<file path="src/rtl/pcs_pkg.sv">
// Shared constants and types for the PCS receive path: sync headers,
// descrambler taps, lock FSM encoding and default lock parameters.
package pcs_pkg;

  localparam logic [1:0] SYNC_DATA = 2'b01;
  localparam logic [1:0] SYNC_CTRL = 2'b10;

  // x^58 + x^39 + 1
  localparam int SCR_TAP_A = 39;
  localparam int SCR_TAP_B = 58;

  localparam int DEF_SH_LOCK_CNT  = 64;
  localparam int DEF_SH_WINDOW    = 1024;
  localparam int DEF_SH_INVLD_MAX = 16;
  localparam int DEF_SLIP_WAIT    = 32;

  typedef enum logic [1:0] {
    ST_LOCK_INIT,
    ST_TEST_SH,
    ST_SLIP_WAIT,
    ST_LOCKED
  } lock_state_e;

  function automatic logic sh_is_valid(input logic [1:0] sh);
    return (sh == SYNC_DATA) || (sh == SYNC_CTRL);
  endfunction

endpackage

</file>
<file path="src/rtl/pcs_rx_descrambler.sv">
// Self-synchronizing 64b/66b descrambler; the history register holds the
// most recent received (scrambled) bits, MSB being the newest.
module pcs_rx_descrambler
  import pcs_pkg::*;
#(
  parameter int DATA_WIDTH = 64
) (
  input  logic                  i_clk,
  input  logic                  i_reset_n,
  input  logic                  i_en,
  input  logic [DATA_WIDTH-1:0] i_data,
  output logic [DATA_WIDTH-1:0] o_data
);

  logic [SCR_TAP_B-1:0]            state;
  logic [DATA_WIDTH+SCR_TAP_B-1:0] hist;

  // hist[SCR_TAP_B+i] is current bit i; hist[j] for j<SCR_TAP_B is older state
  assign hist = {i_data, state};

  always_comb begin
    o_data = '0;
    for (int i = 0; i < DATA_WIDTH; i++)
      o_data[i] = i_data[i] ^ hist[i + SCR_TAP_B - SCR_TAP_A] ^ hist[i];
  end

  always_ff @(posedge i_clk or negedge i_reset_n) begin
    if (!i_reset_n)
      state <= '0;
    else if (i_en)
      state <= i_data[DATA_WIDTH-1 -: SCR_TAP_B];
  end

endmodule

</file>
<file path="src/rtl/pcs_rx_block_sync.sv">
// 64b/66b block lock acquisition with gearbox slip control, followed by
// payload descrambling and a single output register stage.
module pcs_rx_block_sync
  import pcs_pkg::*;
#(
  parameter int DATA_WIDTH   = 64,  // only 64 is supported
  parameter int SH_LOCK_CNT  = DEF_SH_LOCK_CNT,
  parameter int SH_WINDOW    = DEF_SH_WINDOW,
  parameter int SH_INVLD_MAX = DEF_SH_INVLD_MAX,
  parameter int SLIP_WAIT    = DEF_SLIP_WAIT
) (
  input  logic                  i_clk,
  input  logic                  i_reset_n,
  input  logic [DATA_WIDTH-1:0] i_rx_data,
  input  logic [1:0]            i_rx_header,
  input  logic                  i_rx_valid,
  output logic                  o_rx_slip,
  output logic [DATA_WIDTH-1:0] o_rx_data,
  output logic [1:0]            o_rx_header,
  output logic                  o_rx_valid,
  output logic                  o_block_lock
);

  localparam int CW = $clog2(SH_WINDOW) + 1;
  localparam int WW = $clog2(SLIP_WAIT + 1);

  lock_state_e           state, state_nxt;
  logic [CW-1:0]         sh_cnt, sh_cnt_nxt;
  logic [CW-1:0]         invld_cnt, invld_cnt_nxt;
  logic [WW-1:0]         wait_cnt, wait_cnt_nxt;
  logic                  slip_nxt;
  logic                  hdr_ok;
  logic [DATA_WIDTH-1:0] descr_data;

  assign hdr_ok = sh_is_valid(i_rx_header);

  pcs_rx_descrambler #(.DATA_WIDTH(DATA_WIDTH)) u_descr (
    .i_clk     (i_clk),
    .i_reset_n (i_reset_n),
    .i_en      (i_rx_valid),
    .i_data    (i_rx_data),
    .o_data    (descr_data)
  );

  always_ff @(posedge i_clk or negedge i_reset_n) begin
    if (!i_reset_n) begin
      state     <= ST_LOCK_INIT;
      sh_cnt    <= '0;
      invld_cnt <= '0;
      wait_cnt  <= '0;
    end else begin
      state     <= state_nxt;
      sh_cnt    <= sh_cnt_nxt;
      invld_cnt <= invld_cnt_nxt;
      wait_cnt  <= wait_cnt_nxt;
    end
  end

  always_comb begin
    state_nxt     = state;
    sh_cnt_nxt    = sh_cnt;
    invld_cnt_nxt = invld_cnt;
    wait_cnt_nxt  = wait_cnt;
    slip_nxt      = 1'b0;
    case (state)
      ST_LOCK_INIT: begin
        sh_cnt_nxt    = '0;
        invld_cnt_nxt = '0;
        state_nxt     = ST_TEST_SH;
      end
      ST_TEST_SH: begin
        if (i_rx_valid) begin
          if (!hdr_ok) begin
            slip_nxt      = 1'b1;
            sh_cnt_nxt    = '0;
            invld_cnt_nxt = '0;
            wait_cnt_nxt  = '0;
            state_nxt     = ST_SLIP_WAIT;
          end else if (sh_cnt == CW'(SH_LOCK_CNT - 1)) begin
            sh_cnt_nxt    = '0;
            invld_cnt_nxt = '0;
            state_nxt     = ST_LOCKED;
          end else begin
            sh_cnt_nxt = sh_cnt + 1'b1;
          end
        end
      end
      // Free-running on i_clk: the gearbox settles in wall-clock time
      ST_SLIP_WAIT: begin
        if (wait_cnt == WW'(SLIP_WAIT - 1)) begin
          wait_cnt_nxt = '0;
          state_nxt    = ST_TEST_SH;
        end else begin
          wait_cnt_nxt = wait_cnt + 1'b1;
        end
      end
      ST_LOCKED: begin
        if (i_rx_valid) begin
          // Unlock is checked first so it wins on the last block of a window
          if (!hdr_ok && (invld_cnt == CW'(SH_INVLD_MAX - 1))) begin
            slip_nxt      = 1'b1;
            sh_cnt_nxt    = '0;
            invld_cnt_nxt = '0;
            wait_cnt_nxt  = '0;
            state_nxt     = ST_SLIP_WAIT;
          end else if (sh_cnt == CW'(SH_WINDOW - 1)) begin
            sh_cnt_nxt    = '0;
            invld_cnt_nxt = '0;
          end else begin
            sh_cnt_nxt = sh_cnt + 1'b1;
            if (!hdr_ok)
              invld_cnt_nxt = invld_cnt + 1'b1;
          end
        end
      end
      default: state_nxt = ST_LOCK_INIT;
    endcase
  end

  always_ff @(posedge i_clk or negedge i_reset_n) begin
    if (!i_reset_n) begin
      o_rx_slip    <= 1'b0;
      o_block_lock <= 1'b0;
      o_rx_valid   <= 1'b0;
      o_rx_data    <= '0;
      o_rx_header  <= '0;
    end else begin
      o_rx_slip    <= slip_nxt;
      o_block_lock <= (state_nxt == ST_LOCKED);
      // o_block_lock still holds the lock state in force when this block was sampled
      o_rx_valid   <= i_rx_valid && o_block_lock;
      if (i_rx_valid) begin
        o_rx_data   <= descr_data;
        o_rx_header <= i_rx_header;
      end
    end
  end

endmodule

</file>
<file path="config.mk">
export PLATFORM = sky130hd
export DESIGN_NAME = pcs_rx_block_sync
export DESIGN_NICKNAME = d
export VERILOG_FILES = /design/src/rtl/pcs_pkg.sv /design/src/rtl/pcs_rx_descrambler.sv /design/src/rtl/pcs_rx_block_sync.sv
export SDC_FILE = /design/constraint.sdc
export NUM_CORES = 1
export LEC_CHECK = 0
export ABC_AREA = 1
export CORE_MARGIN = 3
export CORE_UTILIZATION = 45
export CTS_CLUSTER_SIZE = 12
export DETAILED_ROUTE_END_ITERATION = 10
export PLACE_DENSITY = 0.68
export RECOVER_POWER = 100
export SYNTH_ARGS = -nofsm -noshare
export SYNTH_HDL_FRONTEND = slang
export SYNTH_HIERARCHICAL = 1
export SYNTH_SLANG_ARGS = --single-unit
export TNS_END_PERCENT = 5
</file>
<file path="constraint.sdc">
create_clock -name i_clk -period 4.1 [get_ports i_clk]
set_input_delay 0.82 -clock i_clk [delete_from_list [all_inputs] [get_ports i_clk]]
set_output_delay 0.82 -clock i_clk [all_outputs]
set_load 0.03 [all_outputs]
</file>
==> flow_summary.json, run 1 <==
{
  "totalWireLength_um": 20500,
  "worst_setup_path_end_kind": "register",
  "cts_hold_repair.buffers": 0,
  "cts.sinks": 157,
  "cp_slowest_stage_delay_ns": 1.39,
  "top_usage_layer": "met2",
  "initialDrtViolationCount": 511,
  "vias_per_cell": 4.95,
  "drive_gt1_share_pct": 9.56,
  "drc": 0,
  "power.density_nw_per_um2": 465,
  "worst_path_most_repeated_cell": "nand2_1",
  "core_area_um2": 18400,
  "synth_fa_ha_area_share_pct": 0.436,
  "hold_viol_final": 0,
  "initial_core_util_pct": 46.8,
  "syn_avg_cell_area_um2": 7.67,
  "area_growth_pct": 23.6,
  "drv_cap": 2,
  "synthTopCellsByArea": "dfrtp_1 46%, nand2_1 20%, mux2_2 8.6%",
  "tightest_slew_ns": 2.26,
  "dieArea_um2": 20800,
  "grt_pass1_vias": 7143,
  "report.final.slew_viol_count": 276,
  "grt_use_met3_pct": 4.23,
  "grt_max_degree": 186,
  "synth_cell_type_count": 29,
  "run_status": "complete, but fails checks",
  "synthXorXnorAreaFrac_pct": 1.02,
  "setup-violations-final": 0,
  "nNetsFinal": 1327,
  "path_class": "input port to register",
  "fp.dieH_um": 144,
  "violations": "capacitance limit, slew limit",
  "ys_ff_latch": 157,
  "die_w_um": 144,
  "dp_hpwl_um": 15000,
  "postSynthCellCount": 1122,
  "synth-simple-area-share_pct": 30.0,
  "pre_cts_ws_ns": 1.53,
  "r2r_cells": 7,
  "multi_input_area_um2": 3820,
  "grtUsageTotal_pct": 20.7,
  "skew_ns": 0.00625,
  "syn_area_um2": 8600,
  "ctsRootBufferMaster": "clkbuf_16",
  "crit_slowest_cell": "clkbuf_4",
  "clkTransAtPathRegs_ns": 0.06,
  "met1_usage_pct": 29.1,
  "vias": 7403,
  "cts_setup_buffers": 0,
  "ff_latch_area_um2": 3930,
  "use_met2_pct": 32.9,
  "synth_compound_area_share_pct": 5.08,
  "grt_pass1_wl_um": 34500,
  "synth_top_family_by_area": "simple AND/OR/NAND/NOR gates",
  "port_buffers": 137,
  "pin_count": 138,
  "synth_largest_area_cell": "dfrtp_1",
  "antenna_found_initial": 1,
  "cts_buffers": 17,
  "synth_nets": 1194,
  "cts_resized": 0,
  "htree_levels": 4,
  "overflow": 0,
  "ir_drop_mv": 0.308,
  "synth_warnings": 6,
  "path_max_fanout": 185,
  "rsz0062_at_grt": "false",
  "fmax_ghz": 0.360,
  "whs_ns": 0.475,
  "cts_tree": "done",
  "startpoint_type": "input port",
  "rows": 49,
  "worstSkewPairLatency_ns": 0.42,
  "path_cells": "clkbuf_1 -> clkbuf_4 -> nand2_1 -> nand2_1 -> nand3_1 -> nand2_1 -> o21ai_0",
  "hold_path_class": "register to register",
  "max-slew-margin-rel_pct": -50.9,
  "period_needed_ns": 2.78,
  "tns_ns": 0,
  "layout_setup_ws_ns": 1.32,
  "p_leak_nw": 5.66,
  "yosysSeqAreaShare_pct": 45.7,
  "gp_congestion": 0.825,
  "routedWlPerCell_um": 13.7,
  "min_path_cells": 2,
  "critPathRequiredTime_ns": 4.39,
  "nFillCells": 1701,
  "firstDrtPassIters": 5,
  "synth_top_area_share_pct": 45.7,
  "critPathArrivalTime_ns": 3.07,
  "clockBufferDepth": 2,
  "ant_nets": 0,
  "yosys-mux-area-fraction_pct": 8.64,
  "min_period_over_period_pct": 67.8
}
==> registers in the layout, summed over array words and instances, names as in the netlist <==
name	cells
invld_cnt	11
o_block_lock	1
o_rx_data	64
o_rx_header	2
o_rx_slip	1
o_rx_valid	1
sh_cnt	11
state	2
u_descr/state	58
wait_cnt	6
==> layout make-up <==
cell class              count  area share (%)
repair buffers            141            13.1
flip-flops and latches    157            37.0
clock inverters             8            1.08
inverters                 162            5.72
multi-input cells         776            36.0
well taps                 229            2.70
clock buffers              22            4.46
diodes                      1          0.0235
==> cell families after synthesis <==
family,count (synthesis)
buffers and inverters,189
DFF,157
muxes,66
xor gates and xnor gates,10
adders and majority gates,3
and+or+nand+nor,619
AOI/OAI and AO/OA,78
==> final timing paths <==
path                                             start                   endpoint  slack [ns]
max in group asynchronous                    i_reset_n  o_rx_data[15]$_DFFE_PN0P_        1.60
worst min register to register  o_block_lock$_DFF_PN0_       o_rx_valid$_DFF_PN0_        0.47
worst min-delay path            o_block_lock$_DFF_PN0_       o_rx_valid$_DFF_PN0_        0.47
worst max-delay path                        i_rx_valid    wait_cnt[3]$_DFFE_PN0P_        1.32
min in group asynchronous                    i_reset_n  o_rx_data[37]$_DFFE_PN0P_        1.08
worst max register to register   sh_cnt[0]$_DFFE_PN0P_   invld_cnt[1]$_DFFE_PN0P_        1.63
==> report_power, final <==
group          switching [mW]  total (mW)  internal [mW]  leakage (nW)
Clock                   0.608        1.60          0.994         0.295
Combinational           0.860        1.38          0.521          3.42
Sequential              0.172        1.96           1.79          1.94
Total                    1.64        4.94           3.30          5.66
==> cell usage after synthesis, drive strengths merged <==
cell    number
a21o         1
clkbuf       2
clkinv       1
nand3      106
mux2        66
nor3         1
xnor2        1
o21bai       1
dfrtp      157
a21oi        2
o21ai       74
or2          2
inv        161
ha           3
nand4       12
nor2        28
xor2         9
buf         25
nand2      469
nand3b       1
==> cell usage in the layout, fill, tap and decap left out, drive strengths merged <==
cell / Yosys / routed
nand2: 469 / 469
inv: 161 / 161
dfrtp: 157 / 157
nand3: 106 / 106
o21ai: 74 / 74
dlygate4sd3: 0 / 70
mux2: 66 / 66
clkdlybuf4s50: 0 / 65
nor2: 28 / 28
clkbuf: 2 / 25
nand4: 12 / 12
xor2: 9 / 9
clkinv: 1 / 6
ha: 3 / 3
bufinv: 0 / 3
buf: 25 / 3
a21oi: 2 / 2
or2: 2 / 2
diode: 0 / 1
nor3: 1 / 1
xnor2: 1 / 1
a21o: 1 / 1
o21bai: 1 / 1
nand3b: 1 / 1
==> stage by stage <==
step | cells | power, mW | area [um2] | util, %
global route | 1496 | 5.24 | 10600 | 57.8
floorplan | 1122 | 2.92 | 8600 | -
global placement | 1465 | 3.44 | 10100 | 55.0
finish | 1496 | 4.94 | 10600 | 57.8
detailed placement | 1465 | 3.47 | 10100 | 55.0
CTS | 1495 | 5.09 | 10700 | 58.2
==> routing by layer <==
metal / part of all wire [%] / up-vias
li1: - / 3785
met1: 48 / 3432
met2: 46 / 173
met3: 5.1 / 13
met4: 0.91 / 0
met5: 0 / -
==> critical path: cells and delay by family <==
kind	cells	cell delay (ns)
compound gates	1	0.09
buf+inv	2	1.51
simple gates	4	0.64
Power figures use the tool's default switching activity.
==> inputs of run 2 (changes only) <==
Settings changed: PLACE_DENSITY 0.68 to 0.71.
Clock period 4.1 ns to 2.25 ns, I/O delays scaled along.
==> run 2 against run 1 <==
Compared with the run above: the flow now finishes without violations; flip-flop and latch count stayed put; combinational power is 89% higher; final area is 0.86% higher; clock power is 79% higher; non-clock buffer count is 10 higher; sequential share of layout area is 0.31 points lower; sequential power is 81% higher.
==> flow_summary.json, run 2 (same netlist as run 1, synthesis figures left out) <==
{
  "run_status": "finished, final reports clean",
  "vias": 7488,
  "placed_area_um2": 10200,
  "grt_pass1_vias": 6973,
  "overflow": 0,
  "largest_reg_flops": 64,
  "gp_congestion": 0.848,
  "die_w_um": 144,
  "critPathArrivalTime_ns": 1.58,
  "worst_setup_path_end_kind": "primary output",
  "critical_path_buf_inv_count": 1,
  "pin_count": 138,
  "worstSkewPairLatency_ns": 0.42,
  "pre_cts_ws_ns": 0.259,
  "grtUsageTotal_pct": 20.5,
  "initial_core_util_pct": 46.8,
  "stdcell_area_um2": 10700,
  "hold_path_class": "input port to register",
  "tns_ns": 0,
  "initialDrtViolationCount": 410,
  "critPathRequiredTime_ns": 1.80,
  "startpoint_type": "register",
  "power.density_nw_per_um2": 841,
  "path_max_fanout": 2,
  "ir_drop_mv": 0.560,
  "cts_tree": "done",
  "layout_setup_ws_ns": 0.218,
  "drc": 0,
  "crit_family": "buffers and inverters",
  "dieArea_um2": 20800,
  "ctsRootBufferMaster": "clkbuf_16",
  "whs_ns": 0.364,
  "cts_resized": 0,
  "total_power_mw": 9.02,
  "hold_viol_final": 0,
  "port_buffers": 137,
  "vias_per_cell": 4.97,
  "fp.dieH_um": 144,
  "core_area_um2": 18400,
  "ant_nets": 0,
  "max-slew-margin-rel_pct": 8.13,
  "crit_slowest_cell": "dlygate4sd3_1",
  "nNetsFinal": 1337,
  "grt_pass1_wl_um": 33800,
  "firstDrtPassIters": 5,
  "fmax_ghz": 0.492,
  "path_class": "register to primary output",
  "p_leak_nw": 5.70,
  "totalWireLength_um": 20500,
  "top_regs": "o_rx_data: 64 flops, u_descr/state: 58 flops",
  "path_cells": "dlygate4sd3_1",
  "report.final.slew_viol_count": 0,
  "drive_gt1_share_pct": 10.6,
  "rows": 49,
  "cts.sinks": 157,
  "mostFrequentLayoutCell": "nand2_1",
  "routedWlPerCell_um": 13.6,
  "grt_max_degree": 62,
  "antenna_found_initial": 1,
  "min_period_over_period_pct": 90.3,
  "cts_buffers": 17,
  "skew_ns": 0.00964,
  "cts_hold_repair.buffers": 1,
  "dp_hpwl_um": 15400,
  "drv_cap": 0,
  "cts_setup_buffers": 0,
  "clkTransAtPathRegs_ns": 0.06,
  "tightest_slew_ns": 1.38,
  "final_cell_mix": "462 x nand2_1, 158 x inv_1, 157 x dfrtp_1",
  "htree_levels": 4,
  "setup-violations-final": 0,
  "clockBufferDepth": 2,
  "top_register": "o_rx_data",
  "period_needed_ns": 2.03,
  "rsz0062_at_grt": "false",
  "area_growth_pct": 24.7,
  "cp_slowest_stage_delay_ns": 0.76
}
## run 2: changes by cell type in the layout (fill, tap and decap cells not counted), moves of 6 or more
cell and change:
dlygate4sd3_1 +14, o21ai_0 -14, clkdlybuf4s50_1 -13, o21ai_2 +8, o21ai_1 +6
## run 2: cell type report
| type | count | area [um2] |
|---|---|---|
| Multi-Input combinational cell | 776 | 3850 |
| Fill cell | 1703 | 7670 |
| Timing Repair Buffer | 151 | 1460 |
| Tap cell | 229 | 287 |
| Clock inverter | 14 | 143 |
| Clock buffer | 18 | 439 |
| Sequential cell | 157 | 3930 |
| Antenna cell | 1 | 2.50 |
| Inverter | 162 | 608 |
## run 2: path summary, 6_finish.rpt
kind / from / endpoint / slack (ns) / depth (start not counted)
min in group asynchronous: i_reset_n / o_rx_data[22]$_DFFE_PN0P_ / 0.63 / 2
min reg2reg: o_block_lock$_DFF_PN0_ / o_rx_valid$_DFF_PN0_ / 0.49 / 2
max reg2reg: invld_cnt[0]$_DFFE_PN0P_ / sh_cnt[9]$_DFFE_PN0P_ / 0.31 / 8
max in group asynchronous: i_reset_n / wait_cnt[3]$_DFFE_PN0P_ / 0.45 / 3
min: i_rx_valid / o_rx_valid$_DFF_PN0_ / 0.36 / 3
max: o_rx_data[52]$_DFFE_PN0P_ / o_rx_data[52] / 0.22 / 1
## run 2: routing by layer
layer / global-route usage, % / vias to the layer above / wire length [um]
met2: 32.5 / 162 / 9390
met1: 27.5 / 3504 / 9350
met5: 0 / - / 0
li1: - / 3806 / -
met4: 5.25 / 0 / 284
met3: 6.32 / 16 / 1430
## run 2: power by group
part           internal [mW]  switching [mW]
sequential              3.25           0.301
combinational           1.00            1.61
clock                   1.66            1.19
## run 2: tightest hold or removal path, stage by stage
cell     delay, ns
buf_6         0.17
nand2_1       0.08
inv_1         0.03
## run 2: through the flow
stage,utilization [%],instances
floorplan,-,1122
global placement,55.6,1474
detailed placement,55.6,1474
CTS,58.8,1507
global route,58.3,1508
finish,58.3,1508
